File: config.mk
export PLATFORM = sky130hd
export DESIGN_NAME = oam_dma
export DESIGN_NICKNAME = d
export VERILOG_FILES = /design/src/rtl/nes_bus_pkg.sv /design/src/rtl/oam_dma.sv
export SDC_FILE = /design/constraint.sdc
export NUM_CORES = 1
export LEC_CHECK = 0
export ABC_AREA = 1
export BUFFER_PORTS_ARGS = -buffer_cell sky130_fd_sc_hd__clkbuf_2
export CORE_ASPECT_RATIO = 1.4
export CORE_UTILIZATION = 40
export CTS_BUF_LIST = sky130_fd_sc_hd__clkbuf_4 sky130_fd_sc_hd__clkbuf_8
export CTS_CLUSTER_SIZE = 20
export DETAILED_ROUTE_END_ITERATION = 16
export PLACE_DENSITY = 0.7
export SLEW_MARGIN = 25
export SYNTH_ARGS = -nofsm -noshare
export SYNTH_HDL_FRONTEND = slang
export SYNTH_SLANG_ARGS = --single-unit
File: constraint.sdc
create_clock -name i_clk -period 1.3 [get_ports i_clk]
set_input_delay 0.13 -clock i_clk [delete_from_list [all_inputs] [get_ports i_clk]]
set_output_delay 0.13 -clock i_clk [all_outputs]
set_load 0.03 [all_outputs]
File: src/rtl/nes_bus_pkg.sv
// Shared NES bus constants and the oam_dma state encoding,
// used by the DMA engine, the bus mux and test code.
package nes_bus_pkg;

  localparam logic [15:0] DEFAULT_DMA_REG_ADDR  = 16'h4014;
  localparam logic [15:0] DEFAULT_OAM_DATA_ADDR = 16'h2004;

  localparam logic RW_READ  = 1'b1;
  localparam logic RW_WRITE = 1'b0;

  typedef enum logic [2:0] {
    ST_IDLE  = 3'd0,
    ST_HALT  = 3'd1,
    ST_ALIGN = 3'd2,
    ST_READ  = 3'd3,
    ST_WRITE = 3'd4
  } dma_state_t;

endpackage

File: src/rtl/oam_dma.sv
// Sprite DMA: snoops CPU writes to the DMA register, halts the CPU,
// then copies 256 bytes from page {data,8'h00} into the PPU OAM port.
// Ports: i_clk, i_reset_n (sync, active-low), i_cpu_rw/i_cpu_address/
//   i_cpu_data (snooped CPU bus), i_data (bus read data),
//   o_cpu_halt, o_bus_own, o_rw, o_address, o_data, o_active.
// Option OAM_DMA_DEBUG_EN adds o_debug_state, o_debug_index, o_debug_error.
module oam_dma
  import nes_bus_pkg::*;
#(
  parameter logic [15:0] DMA_REG_ADDR  = DEFAULT_DMA_REG_ADDR,
  parameter logic [15:0] OAM_DATA_ADDR = DEFAULT_OAM_DATA_ADDR
) (
  input  logic        i_clk,
  input  logic        i_reset_n,
  input  logic        i_cpu_rw,
  input  logic [15:0] i_cpu_address,
  input  logic [7:0]  i_cpu_data,
  input  logic [7:0]  i_data,
`ifdef OAM_DMA_DEBUG_EN
  output logic [2:0]  o_debug_state,
  output logic [7:0]  o_debug_index,
  output logic        o_debug_error,
`endif
  output logic        o_cpu_halt,
  output logic        o_bus_own,
  output logic        o_rw,
  output logic [15:0] o_address,
  output logic [7:0]  o_data,
  output logic        o_active
);

  dma_state_t state;
  dma_state_t state_next;
  logic [7:0] page;
  logic [7:0] index;
  logic [7:0] data;
  logic       parity;
  logic       trigger;
  logic       illegal;

  assign trigger = (i_cpu_rw == RW_WRITE) &&
                   (i_cpu_address == DMA_REG_ADDR);

  always_ff @(posedge i_clk) begin
    if (!i_reset_n) begin
      state  <= ST_IDLE;
      page   <= 8'h00;
      index  <= 8'h00;
      data   <= 8'h00;
      parity <= 1'b0;
    end else begin
      state  <= state_next;
      parity <= ~parity;
      if (state == ST_IDLE && trigger) begin
        page  <= i_cpu_data;
        index <= 8'h00;
      end
      if (state == ST_READ) begin
        data <= i_data;
      end
      // 8-bit wrap is harmless: FF ends the transfer.
      if (state == ST_WRITE) begin
        index <= index + 8'h01;
      end
    end
  end

  always_comb begin
    state_next = state;
    illegal    = 1'b0;
    o_cpu_halt = 1'b0;
    o_bus_own  = 1'b0;
    o_active   = 1'b0;
    o_rw       = RW_READ;
    o_address  = 16'h0000;
    o_data     = 8'h00;
    case (state)
      ST_IDLE: begin
        if (trigger) begin
          state_next = ST_HALT;
        end
      end
      ST_HALT: begin
        o_cpu_halt = 1'b1;
        o_active   = 1'b1;
        // Odd phase needs one extra cycle to land reads on get cycles.
        state_next = parity ? ST_ALIGN : ST_READ;
      end
      ST_ALIGN: begin
        o_cpu_halt = 1'b1;
        o_active   = 1'b1;
        state_next = ST_READ;
      end
      ST_READ: begin
        o_cpu_halt = 1'b1;
        o_active   = 1'b1;
        o_bus_own  = 1'b1;
        o_rw       = RW_READ;
        o_address  = {page, index};
        state_next = ST_WRITE;
      end
      ST_WRITE: begin
        o_cpu_halt = 1'b1;
        o_active   = 1'b1;
        o_bus_own  = 1'b1;
        o_rw       = RW_WRITE;
        o_address  = OAM_DATA_ADDR;
        o_data     = data;
        state_next = (index == 8'hFF) ? ST_IDLE : ST_READ;
      end
      default: begin
        illegal    = 1'b1;
        state_next = ST_IDLE;
      end
    endcase
  end

`ifdef OAM_DMA_DEBUG_EN
  assign o_debug_state = state;
  assign o_debug_index = index;
  assign o_debug_error = illegal;
`else
  logic unused_illegal;
  assign unused_illegal = illegal;
`endif

endmodule

==> results of run 1 <==
==> path summary, 6_finish.rpt <==
path	end	slack, ns	depth (start not counted)	from
worst max-delay path	o_address[13]	-0.16	6	state[0]
worst min-delay path	page[5]	0.07	3	i_cpu_data[5]
worst max register to register	index[2]	-0.07	8	state[1]
worst min register to register	parity	0.45	1	parity
==> final cells by class <==
type                            count  share of cell area (%)
Clock buffer                        4                    2.37
Multi-Input combinational cell    146                    35.9
Tap cell                           39                    2.10
Sequential cell                    28                    24.7
Timing Repair Buffer               79                    30.1
Inverter                           30                    4.86
==> state kept, by name, summed over array words and instances, names as in the netlist <==
signal and count:
data 8, parity 1, state 3, page 8
index 8
==> layer usage <==
layer	share of wire (%)	wire length, um	GRT usage, %
met1	42	1610	22.9
met5	0	0	0
met3	3.9	149	2.76
met2	52	1970	36.8
met4	1.4	53	8.11
==> cells by family after synthesis <==
kind of cell,count (synthesis)
simple gates,113
buf+inv,40
compound gates,32
flops,28
fa+ha+maj,1
==> power groups by stage <==
stage	logic (uW)	registers, uW	clock network [uW]
6_report	318	898	546
5_1_grt	345	900	571
4_1_cts	299	897	542
3_5_place_dp	230	906	0
3_3_place_gp	228	905	0
2_1_floorplan	156	903	0
==> stage by stage <==
step	setup TNS, ns	area, um^2	power (uW)	hold WS [ns]
4_1_cts	-4.04	2240	1740	0.0747
3_3_place_gp	0	1810	1130	0.350
5_1_grt	-6.79	2320	1820	0.0809
6_report	-4.08	2320	1760	0.0698
2_1_floorplan	-1.24	1410	1060	0.265
3_5_place_dp	-0.0325	1810	1140	0.360
==> cell usage in the layout, fill, tap and decap left out, types with 3 or more instances in the layout <==
cell type and count:
dfxtp_2 3, clkbuf_8 7, o21ai_1 7, nor2_1 37, nor2_2 6, buf_6 4, buf_4 21, buf_8 13
inv_1 26, o21ai_0 5, buf_12 3, nand2_1 31, clkbuf_2 34, a21oi_1 18, nand2_2 3, nand3_1 15
dfxtp_1 23, nand2_4 3, nor2_4 12
==> worst max-delay path, cell delays in order (launching register included) <==
cell and delay [ns]:
dfxtp_4 0.40, nand2_4 0.05, nor2_4 0.11, inv_2 0.06
buf_12 0.15, o21ai_4 0.14, buf_8 0.14
==> timing repair <==
item                                    in CTS  in global routing
buffers inserted                             8                  0
cloned                                       1                  0
pin swaps                                    5                  3
gates resized for setup                     81                 47
endpoints found under the setup margin      29                 52
endpoints found under the hold margin        0                  0
==> impl_results.md, run 1 <==
- Outcome: finished with violations
- Failing checks: setup timing
- Mapped Cells: 214
- Die area: 3710 um^2
- Switch share: 26.1%
- Dominant cell type by area after synthesis: dfxtp_1
- CP Data Arrival Time: 1.33 ns
- CTS tree: done
- Port Buf Inserts: 62
- Number of synthesized register bits: 28
- Largest family of logic cells by synthesized area: simple AND/OR/NAND/NOR gates
- Cell-internal power: 1300 uW
- Core Rows: 24
- Ranking of synthesized cells by area: dfxtp_1 40%, nor2_1 14%, nand2_1 10%
- Async set-reset flop share out of synthesis: 0%
- Vias per inst: 4.85
- Share of post-route cells with drive strength above 1: 42.5%
- CTS Buffer Depth: 2
- First-pass GRT wire length: 5.82 mm
- Crit Path Max Fanout: 18
- Final WS setup: -0.162 ns
- H-Tree Depth: 1
- GP Congestion: 0.777
- Synthesis-to-finish area growth: 67.2%
- WP data required: 1.17 ns
- Leak Pwr: 0.00103 uW
- Root Buffer Master: clkbuf_8
- Final hold vios: 0
- Multi-input gate area: 833 um^2
- Clock share of power: 31.0%
- Most common cell in the netlist: nor2_1
- Top-Level Pins: 63
- Finished Layout Cells: 326
- Vias: 1580
- PD cells: 760 nW/um^2
- Vias in the first global route: 1439
- Total global routing overflow: 0
- Fill count: 262
- Placed instance count: 313
- Prevailing post-synth register cell: dfxtp_1
- Post-synthesis mux area share: 0%
- Final ANT Viol Nets: 0
- Post-place setup slack: -0.0325 ns
- GRT Total Usage: 20.2%
- Post-route minimum period: 1.46 ns
- Yosys cell types: 20
- Post-synth EDFFs: 0
- Starting DRT DRC Count: 34
- Clk Latency, worst-skew pair: 0.28 ns
- Area occupied by registers: 572 um^2
- Worst relative slew slack: 81.4%
- Syn Nets: 250
- Worst-path clk slew: 0.09 ns
- Inserted Clock Buffers: 3
- Post-DP HPWL: 2.24 mm
- Synth Area in Compound Gates: 11.6%
- Antenna Cells: 0
- Synth Cell Area: 1390 um^2
- Post-Synth Adder-Cell Area: 0.903%
- DRC viols: 0
- Seq/Total Area, Yosys: 40.4%
- Setup crit start kind: flop
- Nets: 324
- Slew Viols, Final: 0
- Ys Warns: 0
- Final period util: 112%
- Commonest cells in the netlist: 52 x nor2_1, 37 x nand2_1, 28 x dfxtp_1
- Post-Route WL: 3.78 mm
- Die Span X: 51.8 um
- Wirelength per Cell: 11.6 um
- Mapped Avg Cell Area: 6.48 um^2
- Top cell type's share of synthesized area: 40.4%
- Xor/xnor share of the synthesized area: 0%
- Drt pass-1 iters: 4
- Fmax: 684 MHz
- Psw: 460 uW
- Area share of and/or/nand/nor cells after synthesis: 35.2%
- Critical setup path kind: reg2out
- Antenna violations before repair: 0
- Max-cap check violation count: 0
- Setup violation total in the final timing report: 44
- Starting Density: 43.1%
- Unrepaired setup endpoints after global routing: true
- Core Footprint: 3210 um^2
- Post-layout util: 72.2%
- CTS sink cnt: 28
- Fin Clk Skew: 0.00168 ns
- Gate power share: 18.1%
- Post-cts hold buffer count: 0
- Worst-Margin Slew: 0.277 ns
- Crit end category: output pin
- VDD IR-drop max: 633 uV
- Die height: 71.7 um
- Hold Path Class: in2reg
- Flop pwr share: 51.0%
- Largest net degree at the start of global routing: 25
Note: power is estimated with default switching activity, not from simulation.
==> run 2: changes to the inputs <==
PLACE_DENSITY = 0.67   (was 0.7)
clock period = 1.6 ns   (was 1.3 ns; I/O delays follow)
==> run 2 against run 1 <==
  * The run now ends clean
  * Power fell by 17%
  * Global-route usage fell by 2.6 points
  * Utilization down 14 points
  * Clock skew rose by 0.0021 ns
  * Cell area fell by 20%
  * Critical path depth stayed put
  * Worst setup slack improved by 0.23 ns
  * Sequential power shrank 19%
  * Register-to-register slack gained 0.26 ns
  * Combinational power shrank 40%
  * Critical endpoint is now o_address[3]
  * Largest power group unchanged
  * Highest routed layer unchanged
==> impl_results.md, run 2 (synthesis results as in run 1) <==
- Wirelength per Cell: 9.96 um (-14%)
- Inserted Clock Buffers: 3 (unchanged)
- Die height: 71.7 um (unchanged)
- Antenna violations before repair: 0 (unchanged)
- Setup violation total in the final timing report: 0 (-100%)
- Hold Path Class: in2reg
- Post-route minimum period: 1.53 ns
- Port Buf Inserts: 62 (unchanged)
- Slew Viols, Final: 0 (unchanged)
- CP Data Arrival Time: 1.37 ns (+0.04 ns)
- CP Cell Sequence: nand2_1, nor2_2, inv_1, buf_4, nor2_1, buf_2
- Outcome: finished, final reports clean
- Vias: 1482 (-6.2%)
- Clk Latency, worst-skew pair: 0.27 ns (about the same)
- Max-cap check violation count: 0 (unchanged)
- Switch share: 22.8% (-3.3 points)
- H-Tree Depth: 1 (unchanged)
- Nets: 313 (-3.4%)
- Worst-path clk slew: 0.09 ns (about the same)
- Dpl cell area: 1730 um^2 (-4.6%)
- Fmax: 653 MHz
- Psw: 332 uW (-28%)
- Post-place setup slack: 0.162 ns (+0.194 ns)
- WP data required: 1.44 ns (+0.27 ns)
- Crit end category: output pin
- Vias per inst: 4.70 (-2.9%)
- Finished Layout Cells: 315 (-3.4%)
- Total global routing overflow: 0 (unchanged)
- Crit Path Max Fanout: 10 (-8)
- Post-DP HPWL: 2.33 mm (+4.4%)
- Starting Density: 43.1% (unchanged)
- VDD IR-drop max: 623 uV (-1.6%)
- Die area: 3710 um^2 (unchanged)
- Post-Route WL: 3.14 mm (-17%)
- Final WS setup: 0.0691 ns (+0.231 ns)
- Cell area after layout: 1850 um^2 (-20%)
- Synthesis-to-finish area growth: 33.7%
- Biggest regs: data x8, index x8, page x8
- Worst-Margin Slew: 0.362 ns (+0.0848 ns)
- DRC viols: 0 (unchanged)
- Final period util: 95.7%
- Cell-internal power: 1130 uW (-13%)
- Reg2reg start: index[0]
- First-pass GRT wire length: 5.07 mm (-13%)
- GRT Total Usage: 17.6% (-2.6 points)
- Reg2Reg Setup Slack: 0.19 ns (+0.26 ns)
- Starting DRT DRC Count: 19 (-44%)
- Die Span X: 51.8 um (unchanged)
- Unrepaired setup endpoints after global routing: true
- Critical setup path kind: reg2out
- Drt pass-1 iters: 4 (unchanged)
- CTS sink cnt: 28 (unchanged)
- Slowest cell on the critical path: dfxtp_4
- Antenna Cells: 0 (unchanged)
- Placed instance count: 310 (-0.96%)
- CP Launch Point: state[0]
- HP Start: i_cpu_data[4]
- Hold WS: 0.107 ns (+0.0377 ns)
- Setup crit start kind: flop
- Commonest non-fill, non-tap cell in the layout: nor2_1
- Top-Level Pins: 63 (unchanged)
- Flop pwr share: 49.6% (-1.4 points)
- GP Congestion: 0.902 (+16%)
- Core Rows: 24 (unchanged)
- Commonest non-fill, non-tap cells in the layout: 50 x nor2_1, 47 x clkbuf_2, 36 x nand2_1, 27 x inv_1, 26 x dfxtp_1
- Final setup TNS: 0 ns (+4.08 ns)
- CTS Buffer Depth: 2 (unchanged)
- Clock share of power: 37.4% (+6.4 points)
- Largest net degree at the start of global routing: 25 (unchanged)
- Leak Pwr: 0.000885 uW (-14%)
- CTS tree: done
- Share of post-route cells with drive strength above 1: 30.1% (-12 points)
- PD cells: 788 nW/um^2 (+3.7%)
- Vias in the first global route: 1279 (-11%)
- Final ANT Viol Nets: 0 (unchanged)
- Gate power share: 13.0% (-5.1 points)
- Root Buffer Master: clkbuf_8
- Core Footprint: 3210 um^2 (unchanged)
- Fin Clk Skew: 0.00381 ns (+0.00213 ns)
- Worst relative slew slack: 75.8% (-5.6 points)
- Crit-path max cell delay: 0.38 ns (-0.02 ns)
- Final hold vios: 0 (unchanged)
## run 2: cell types whose count changed in the layout (fill, tap and decap cells not counted), sizes merged
cell,change
buf,-22
bufinv,+1
clkbuf,+10
## run 2: power by group through the flow
stage	Combinational (uW)	Clock (uW)	Sequential, uW
floorplan	118	0	734
global placement	176	0	735
detailed placement	177	0	735
CTS	180	560	721
finish	190	546	724
global route	214	595	727
## run 2: layout make-up
| cell class | count | area (um^2) |
|---|---|---|
| clock buffer | 3 | 41.3 |
| multi-input combinational | 146 | 673 |
| tap | 39 | 48.8 |
| sequential | 28 | 568 |
| clock inverter | 1 | 30.0 |
| fill | 337 | 1360 |
| timing repair buffer | 68 | 379 |
| inverter | 30 | 113 |
## run 2: worst paths after layout
| path | to | cells past startpoint |
|---|---|---|
| worst min-delay path | page[4] | 3 |
| worst max-delay path | o_address[3] | 6 |
| worst min register to register | parity | 1 |
| worst max register to register | state[0] | 8 |
## run 2: stage by stage
stage                     power, uW  utilization (%)
final                          1460             57.7
after global routing           1540             57.7
after CTS                      1460             56.4
after detailed placement        912             53.9
after global placement          911             53.9
after floorplan                 852                -
## run 2: per-layer routing
metal / vias up / wire, um / GRT usage, % / share of wire [%]
li1: 783 / - / - / -
met1: 644 / 1310 / 18.6 / 42
met2: 53 / 1630 / 33.6 / 52
met3: 2 / 171 / 2.12 / 5.5
met4: 0 / 23 / 7.81 / 0.73
met5: - / 0 / 0 / 0
## run 2: what timing repair did
item	4_1_cts	5_1_grt
hold endpoints to repair	0	0
setup endpoints to repair	17	27
buffers inserted	0	1
gates cloned	0	0
hold buffers	0	0
gates resized for setup	5	34
## run 2: critical path, delay by kind of cell, from the launching register on
kind / cells / cell delay [ns]
buffers and inverters: 3 / 0.45
flip-flops: 1 / 0.38
AND/OR/NAND/NOR: 3 / 0.27
==> run 3: changes to the inputs <==
clock period = 1.5 ns   (was 1.6 ns; I/O delays follow)
==> run 3 against run 2 <==
  * The flow now finishes with violations (setup timing)
  * Sequential share of layout area fell by 2.9 points
  * Clock-buffer cell count did not move
  * Power rose by 8.4%
  * Clock power rose by 7.0%
  * Cell area rose by 9.9%
  * Highest routed layer unchanged
  * Clock skew rose by 0.0027 ns
  * Combinational power rose by 21%
  * Critical endpoint is now o_data[3]
  * Critical path type unchanged
  * Critical path depth fell by 1
  * Die area did not move
  * Register-to-register slack got worse by 0.03 ns
  * Sequential power rose by 6.2%
==> impl_results.md, run 3 (synthesis results as in run 1) <==
- Outcome: finished with violations
- Failing checks: setup timing
- Inserted Clock Buffers: 3 (unchanged)
- Dpl cell area: 1740 um^2 (+0.29%)
- Core Footprint: 3210 um^2 (unchanged)
- Fill count: 327 (-3.0%)
- CTS Buffer Depth: 2 (unchanged)
- Total global routing overflow: 0 (unchanged)
- Biggest regs: data x8, index x8, page x8
- Slew Viols, Final: 0 (unchanged)
- Worst relative slew slack: 67.5% (-8.3 points)
- Final ANT Viol Nets: 0 (unchanged)
- Leak Pwr: 0.000921 uW (+4.1%)
- CP Launch Point: state[0]
- Top-Level Pins: 63 (unchanged)
- Die area: 3710 um^2 (unchanged)
- Unrepaired setup endpoints after global routing: true
- Final hold vios: 0 (unchanged)
- Die height: 71.7 um (unchanged)
- CTS sink cnt: 28 (unchanged)
- Placed instance count: 310 (unchanged)
- Crit Path Max Fanout: 9 (-1)
- PD cells: 778 nW/um^2 (-1.3%)
- Core Rows: 24 (unchanged)
- WP data required: 1.35 ns (-0.09 ns)
- Fin Clk Skew: 0.00648 ns (+0.00267 ns)
- Reg2reg start: index[1]
- Starting DRT DRC Count: 34 (+15)
- GP Congestion: 0.869 (-3.6%)
- Wirelength per Cell: 10.8 um (+8.7%)
- Vias in the first global route: 1261 (-1.4%)
- Critical setup path kind: reg2out
- GRT Total Usage: 18.0% (+0.40 points)
- Share of post-route cells with drive strength above 1: 37.1% (+7.0 points)
- Hold Path Class: in2reg
- CTS tree: done
- HP Start: i_cpu_data[3]
- Die Span X: 51.8 um (unchanged)
- Worst Path Buf+Inv: 2 (-1)
- Setup crit start kind: flop
- Total Power: 1580 uW (+8.4%)
- Post-cts hold buffer count: 0 (unchanged)
- DRC viols: 0 (unchanged)
- Post-Route WL: 3.43 mm (+9.4%)
- Crit-path max cell delay: 0.34 ns (-0.04 ns)
- CP Data Arrival Time: 1.39 ns (+0.02 ns)
- Crit path max-delay family: buffers and inverters
- Slowest cell on the critical path: dfxtp_2
- Commonest non-fill, non-tap cells in the layout: 38 x nor2_1, 36 x nand2_1, 35 x clkbuf_2, 26 x inv_1, 24 x dfxtp_1
- Final period util: 103%
- Worst-Margin Slew: 0.485 ns (+0.123 ns)
- CP Cell Sequence: nor2_2, nand2_2, buf_4, nor2_1, clkbuf_4
- Root Buffer Master: clkbuf_8
- Cell area after layout: 2040 um^2 (+9.9%)
- Commonest non-fill, non-tap cell in the layout: nor2_1
- Drt pass-1 iters: 4 (unchanged)
- Port Buf Inserts: 62 (unchanged)
- VDD IR-drop max: 685 uV (+10%)
- Vias: 1500 (+1.2%)
- Setup violation total in the final timing report: 2 (+2)
- Antenna Cells: 0 (unchanged)
- Synthesis-to-finish area growth: 46.8%
- Max-cap check violation count: 0 (unchanged)
- Antenna violations before repair: 0 (unchanged)
- Crit end category: output pin
- H-Tree Depth: 1 (unchanged)
- Final WS setup: -0.0430 ns (-0.112 ns)
- Clk Latency, worst-skew pair: 0.27 ns (about the same)
- Nets: 315 (+0.64%)
- Post-DP HPWL: 2.30 mm (-1.5%)
- Vias per inst: 4.73 (+0.58%)
- Finished Layout Cells: 317 (+0.63%)
- First-pass GRT wire length: 5.15 mm (+1.6%)
- Fmax: 648 MHz
- Worst-path clk slew: 0.09 ns (about the same)
- Largest net degree at the start of global routing: 25 (unchanged)
- Starting Density: 43.1% (unchanged)
- Post-route minimum period: 1.54 ns
==> run 3: cell count changes in the layout (fill, tap and decap cells not counted), moves of 3 or more <==
| cell | delta |
|---|---|
| buf_2 | -7 |
| buf_4 | -3 |
| buf_6 | +13 |
| clkbuf_2 | -12 |
| clkbuf_4 | +9 |
| dfxtp_2 | +4 |
| nor2_1 | -12 |
| nor2_2 | +11 |
==> run 3: what timing repair did <==
item | 4_1_cts | 5_1_grt
endpoints found under the setup margin | 26 | 43
gates cloned | 0 | 1
buffers inserted | 1 | 1
pin swaps | 0 | 1
gates resized for setup | 18 | 86
==> run 3: cell type report <==
class	instances	area, um^2	share of cell area (%)
Multi-Input combinational cell	147	742	36.4
Timing Repair Buffer	69	495	24.3
Sequential cell	28	566	27.8
Tap cell	39	48.8	2.40
Inverter	30	113	5.53
Clock buffer	3	41.3	2.03
Clock inverter	1	30.0	1.48
==> run 3: per-layer routing <==
layer  wire length (um)  track usage, %  part of all wire [%]
met1               1390            22.0                    41
met5                  0               0                     0
met3                198            1.70                   5.8
met2               1780            31.3                    52
met4                 63            8.11                   1.8
==> run 3: per-stage QoR <==
step           TNS, ns  hold WS [ns]  setup WS [ns]  utilization [%]
6_report       -0.0485        0.0966        -0.0430             63.4
5_1_grt          -1.16        0.0960         -0.149             63.4
4_1_cts        -0.0413        0.0935        -0.0161             57.9
3_5_place_dp         0         0.381         0.0945             54.0
3_3_place_gp         0         0.372          0.151             54.0
2_1_floorplan        0         0.285         0.0220                -
==> run 3: power by group <==
group	internal, uW	switching (uW)
logic	94.0	136
registers	759	10.2
clock network	357	227
==> run 3: worst min-delay path, stage by stage <==
cell and delay, ns:
clkbuf_2 0.07, nor2_1 0.03, nor2_1 0.08
==> run 3: worst paths after layout <==
kind | to | slack, ns | cells after the start
worst max-delay path | o_data[3] | -0.04 | 5
worst min-delay path | page[3] | 0.1 | 3
worst max register to register | state[0] | 0.16 | 8
worst min register to register | parity | 0.42 | 1
